`src/rtl/bfp_decomp_sched.sv`:
```
// bfp_decomp_sched: round-robin packet scheduler sharing one BFP decompressor between NUM_CH sources.
// Optional feature macro: BFP_SCHED_RB_CHECK_EN enables the per-packet RB alignment check (status_err).
// Ports:
//   clk, rst            clock, synchronous active-high reset
//   s_axis_*            per-channel compressed AXI-Stream inputs, channel i at slice i
//   ctrl_enable         channel may be granted
//   ctrl_width          per-channel mantissa width, 0 means 16
//   ctrl_credit_max     downstream buffer depth in beats, captured while rst is high
//   ctrl_err_clr        clears status_err
//   credit_ret          one downstream beat freed
//   din_*               registered beat to the decompressor (no backpressure)
//   status_busy/ch/err  transfer active, current/last granted channel, sticky RB errors
module bfp_decomp_sched #(
    parameter int  NUM_CH   = 4,
    parameter int  CREDIT_W = 6,
    localparam int CH_W     = $clog2(NUM_CH)
) (
    input  logic                   clk,
    input  logic                   rst,
    input  logic [NUM_CH*64-1:0]   s_axis_tdata,
    input  logic [NUM_CH-1:0]      s_axis_tvalid,
    input  logic [NUM_CH-1:0]      s_axis_tlast,
    input  logic [NUM_CH*32-1:0]   s_axis_tuser,
    output logic [NUM_CH-1:0]      s_axis_tready,
    input  logic [NUM_CH-1:0]      ctrl_enable,
    input  logic [NUM_CH*4-1:0]    ctrl_width,
    input  logic [CREDIT_W-1:0]    ctrl_credit_max,
    input  logic                   ctrl_err_clr,
    input  logic                   credit_ret,
    output logic [3:0]             din_width,
    output logic [63:0]            din_data,
    output logic                   din_valid,
    output logic                   din_last,
    output logic [31:0]            din_user,
    output logic                   status_busy,
    output logic [CH_W-1:0]        status_ch,
    output logic [NUM_CH-1:0]      status_err
);
    typedef enum logic {IDLE, XFER} state_t;
    state_t              state_q;
    logic [CH_W-1:0]     grant_q, rr_q, pick;
    logic [3:0]          width_q, dwidth_q;
    logic [CREDIT_W-1:0] credit_q, credit_d, cmax_q;
    logic [63:0]         data_q;
    logic [31:0]         user_q;
    logic [NUM_CH-1:0]   cand;
    logic                valid_q, last_q, pick_v, busy, can_go, acc, acc_last;

    assign busy          = (state_q == XFER);
    assign can_go        = busy && (credit_q != '0);
    assign acc           = can_go && s_axis_tvalid[grant_q];
    assign acc_last      = acc && s_axis_tlast[grant_q];
    assign cand          = ctrl_enable & s_axis_tvalid;
    assign s_axis_tready = can_go ? NUM_CH'(1) << grant_q : '0;
    // Return is ignored at the captured maximum so the counter saturates.
    assign credit_d = (acc && !credit_ret) ? credit_q - 1'b1 :
                      (!acc && credit_ret && credit_q != cmax_q) ? credit_q + 1'b1 : credit_q;

    // Scan downwards so the candidate closest after rr_q wins.
    always_comb begin
        pick_v = 1'b0;
        pick   = '0;
        for (int k = NUM_CH - 1; k >= 0; k--) begin
            if (cand[(int'(rr_q) + k) % NUM_CH]) begin
                pick_v = 1'b1;
                pick   = CH_W'((int'(rr_q) + k) % NUM_CH);
            end
        end
    end

    always_ff @(posedge clk) begin
        if (rst) begin
            state_q  <= IDLE;
            grant_q  <= '0;
            rr_q     <= '0;
            width_q  <= '0;
            credit_q <= ctrl_credit_max;
            cmax_q   <= ctrl_credit_max;
            valid_q  <= 1'b0;
            last_q   <= 1'b0;
            data_q   <= '0;
            user_q   <= '0;
            dwidth_q <= '0;
        end else begin
            credit_q <= credit_d;
            valid_q  <= acc;
            last_q   <= acc_last;
            if (acc) begin
                data_q   <= s_axis_tdata[64*grant_q +: 64];
                user_q   <= {grant_q, s_axis_tuser[32*grant_q +: 32-CH_W]};
                dwidth_q <= width_q;
            end
            if (!busy && pick_v) begin
                state_q <= XFER;
                grant_q <= pick;
                width_q <= ctrl_width[4*pick +: 4];
            end else if (acc_last) begin
                state_q <= IDLE;
                rr_q    <= (grant_q == CH_W'(NUM_CH - 1)) ? '0 : grant_q + 1'b1;
            end
        end
    end

    assign din_valid   = valid_q;
    assign din_last    = last_q;
    assign din_data    = data_q;
    assign din_user    = user_q;
    assign din_width   = dwidth_q;
    assign status_busy = busy;
    assign status_ch   = grant_q;

`ifdef BFP_SCHED_RB_CHECK_EN
    // Beat index within the current RB; a packet must end on the 6th beat of an RB.
    logic [2:0]        beat_q;
    logic [NUM_CH-1:0] err_q;
    always_ff @(posedge clk) begin
        if (rst) begin
            beat_q <= '0;
            err_q  <= '0;
        end else begin
            if (!busy) beat_q <= '0;
            else if (acc) beat_q <= (beat_q == 3'd5) ? 3'd0 : beat_q + 3'd1;
            err_q <= (err_q & ~{NUM_CH{ctrl_err_clr}}) |
                     ((acc_last && beat_q != 3'd5) ? NUM_CH'(1) << grant_q : '0);
        end
    end
    assign status_err = err_q;
`else
    logic unused_err_clr;
    assign unused_err_clr = ctrl_err_clr;
    assign status_err     = '0;
`endif
endmodule

```
`config.mk`:
```
export PLATFORM = sky130hd
export DESIGN_NAME = bfp_decomp_sched
export DESIGN_NICKNAME = d
export VERILOG_FILES = /design/src/rtl/bfp_decomp_sched.sv
export SDC_FILE = /design/constraint.sdc
export NUM_CORES = 1
export LEC_CHECK = 0
export ABC_AREA = 1
export ABC_CLOCK_PERIOD_IN_PS = 3300
export CAP_MARGIN = 20
export CORE_AREA = 2 2 210 212
export CTS_CLUSTER_SIZE = 30
export DETAILED_ROUTE_END_ITERATION = 7
export DIE_AREA = 0 0 212 214
export HOLD_SLACK_MARGIN = 0.15
export PLACE_DENSITY_LB_ADDON = 0.08
export SYNTH_ARGS = -nofsm -noshare
export SYNTH_HDL_FRONTEND = slang
export SYNTH_SLANG_ARGS = --single-unit
```
`constraint.sdc`:
```
create_clock -name clk -period 3.3 [get_ports clk]
set_input_delay 0.66 -clock clk [delete_from_list [all_inputs] [get_ports clk]]
set_output_delay 0.66 -clock clk [all_outputs]
set_load 0.1 [all_outputs]
```
==> impl_metrics.yaml <==
placement:
  numPortBuffers: 521
  place_congestion: 0.811
  placed_area_mm2: 0.0132
  dp_hpwl_um: 31800
clock_tree:
  cts_hold_buffers: 0
  post-cts-setup-buffers: 0
  cts_buffers: 17
  cts.reportedPaths.clkPinSlew_ns: 0.07
  insertion_delay_ns: 0.44
  cts_tree: "yes"
  cts_buffer_depth: 2
  clock_sinks: 123
  ctsResizeCount: 0
  cts_root_buf: "clkbuf_16"
  htree_levels: 4
global_routing:
  grt_pass1_vias: 9790
  globalRoute.totalOverflow: 0
  grt_max_degree: 96
  grt_pass1_wl_um: 62800
  grt_use_total_pct: 18.6
  antenna_found_initial: 9
detailed_routing:
  avgRoutedWirePerCell_um: 18.6
  postRouteWirelength_um: 42800
  vias: 9940
  firstDrtPassIters: 5
  drt_iter0_markers: 446
  routed_via_density: 4.31
  drcViolationCount: 0
  ant_nets: 0
logic_synthesis:
  avgSynthCellArea_um2: 6.20
  synth_cell_types: 36
  synth_area_mm2: 0.00774
  yosys_register_bits: 123
  syn_inst: 1249
  ys_seq_area_share_pct: 33.4
  ys.warnings.count: 0
layout:
  synthToLayoutAreaGrowth_pct: 78.2
  layout.nets: 2132
  layout-drive-gt1-share_pct: 11.2
  design_area_mm2: 0.0138
  nFillCells: 4721
pwr:
  power_leakage_nw: 5.61
  max-vdd-ir-drop_mv: 0.295
  seq_power_share_pct: 18.6
  internal_power_mw: 5.31
  combPwrFrac_pct: 65.9
  p_clk_share_pct: 15.5
  power_density_mw_per_mm2: 925
  p_switching_mw: 7.45
  swShare_pct: 58.4
timing:
  setup_viol: 0
  hold_viol: 0
  final_max_slew_viol_count: 0
  layout_worst_path_cycle_share_pct: 74.8
  skew_ns: 0.00968
  fmax_ghz: 0.405
  maxSlewHeadroom_pct: 29.4
  rsz0062_at_grt: "false"
  fin_setup_tns_ns: 0
  period_needed_ns: 2.47
  worst_pin_slew_ns: 1.06
run:
  cap_violations: 0
worst_setup_path:
  r2r_start: "status_ch[0]"
  worstSetupPathType: "register to output pin"
  crit_start: "status_ch[1]"
  worstPathArrival_ns: 1.81
  worstPathMaxFanout: 47
  cp-end-kind: "output pin"
  reg2regPathDepth: 5
  worst_setup_path_start_kind: "register"
  critPathRequiredTime_ns: 2.64
  regToRegEndpoint: "din_user[14]"
  rrSetupSlack_ns: 1.00
hold_path:
  hold_class: "register to register"
  hold-path-endpoint: "din_width[0]"
  worstHoldStart: "width_q[0]"
  holdPathStages: 2
die:
  die-height_um: 214
  fp.dieW_um: 212
  dieArea_mm2: 0.0454
  io_pins: 535
  floorplan.rows: 76
  start_util_pct: 18.0
  coreArea_mm2: 0.0429
status:
  outcome: "completed"
[metal layers]
metal / vias up / GRT usage (%) / share of wire (%)
li1: 5098 / - / -
met1: 4466 / 21.8 / 41
met2: 316 / 31.5 / 48
met3: 50 / 6.17 / 7.6
met4: 10 / 6.46 / 2.4
met5: - / 0 / 0.14
[layout by cell type, fill, tap and decap left out, types with 2 or more instances in the layout]
cell / count
ha_1: 5
inv_6: 5
buf_4: 119
nand3b_1: 4
clkinvlp_4: 3
clkbuf_16: 17
o21ai_1: 2
nand2_1: 77
clkinv_2: 2
a211oi_1: 3
edfxtp_1: 12
inv_2: 6
bufinv_16: 2
nand2_2: 8
nor2_2: 7
nand3_1: 37
clkdlybuf4s50_1: 412
diode_2: 4
dfxtp_1: 109
buf_12: 6
inv_4: 2
o21ai_0: 294
xor2_1: 2
inv_1: 48
clkinv_4: 4
o22ai_1: 9
nor2_1: 410
a31oi_1: 88
nand2_4: 2
conb_1: 4
dfxtp_4: 2
a21oi_1: 5
[cells in the mapped netlist, drive strengths merged]
| library cell | n | area (um2) |
|---|---|---|
| xor2 | 2 | 17.5 |
| a21oi | 6 | 33.8 |
| conb | 1 | 3.75 |
| o21bai | 1 | 7.51 |
| buf | 54 | 272 |
| a211oi | 3 | 22.5 |
| dfxtp | 111 | 2220 |
| nand4 | 1 | 6.26 |
| edfxtp | 12 | 360 |
| ha | 5 | 62.6 |
| nor2 | 418 | 1580 |
| o22ai | 9 | 56.3 |
| o221ai | 1 | 8.76 |
| nand3 | 39 | 213 |
| nor3 | 1 | 10.0 |
| o21ai | 296 | 1480 |
| or2 | 1 | 6.26 |
| clkbuf | 49 | 184 |
| nor4 | 1 | 6.26 |
| nand3b | 4 | 30.0 |
| inv | 57 | 214 |
| a31oi | 88 | 551 |
| xnor2 | 2 | 25.0 |
| nand2 | 87 | 362 |
[per-stage QoR]
stage | setup slack, ns | hold WS (ns) | total power [mW] | util, % | cells
2_1_floorplan | 0.101 | 0.455 | 8.47 | - | 1252
3_3_place_gp | 0.470 | 0.484 | 10.9 | 30.8 | 2271
3_5_place_dp | 0.457 | 0.496 | 10.9 | 30.8 | 2271
4_1_cts | 0.776 | 0.505 | 13.0 | 32.1 | 2303
5_1_grt | 0.718 | 0.539 | 13.6 | 32.1 | 2306
6_report | 0.830 | 0.504 | 12.8 | 32.2 | 2307
[cell families after synthesis]
family / share of synthesized area (%)
compound gates: 27.9
xor+xnor: 0.550
fa+ha+maj: 0.808
buf+inv: 8.65
flops: 33.4
other cells: 0.0485
simple gates: 28.7
[sequential cells by signal, indices dropped and copies added (netlist names), 2 cells and up]
signal     count
cmax_q         6
credit_q       6
din_data      64
din_user      32
din_width      4
rr_q           2
status_ch      2
width_q        4
[worst max-delay path: stages (launching register included)]
cell     delay [ns]
dfxtp_4        0.41
buf_4          0.52
buf_4          0.41
[power by group through the flow]
stage	combinational (mW)	sequential [mW]	clock, mW
2_1_floorplan	3.05	5.41	0
3_3_place_gp	8.53	2.39	0
3_5_place_dp	8.53	2.39	0
4_1_cts	8.54	2.38	2.04
5_1_grt	9.08	2.44	2.10
6_report	8.41	2.37	1.97
[how the worst max path moves through the flow]
stage / to / slack [ns] / depth (start not counted)
6_report: status_ch[1] / 0.83 / 2
5_1_grt: status_ch[1] / 0.72 / 2
4_1_cts: status_ch[1] / 0.78 / 2
3_5_place_dp: credit_q[4] / 0.46 / 9
3_3_place_gp: credit_q[4] / 0.47 / 9
2_1_floorplan: s_axis_tready[2] / 0.10 / 6
[final cells by class]
cell class              instances  area, um2  area share, %
repair buffers                537       5140           37.3
flip-flops and latches        123       2590           18.8
clock inverters                15        164           1.19
inverters                      57        223           1.62
diodes                          4       10.0         0.0726
well taps                     585        732           5.31
clock buffers                  17        425           3.09
multi-input cells             969       4510           32.7
No activity file was read; power rests on OpenSTA's default activity.
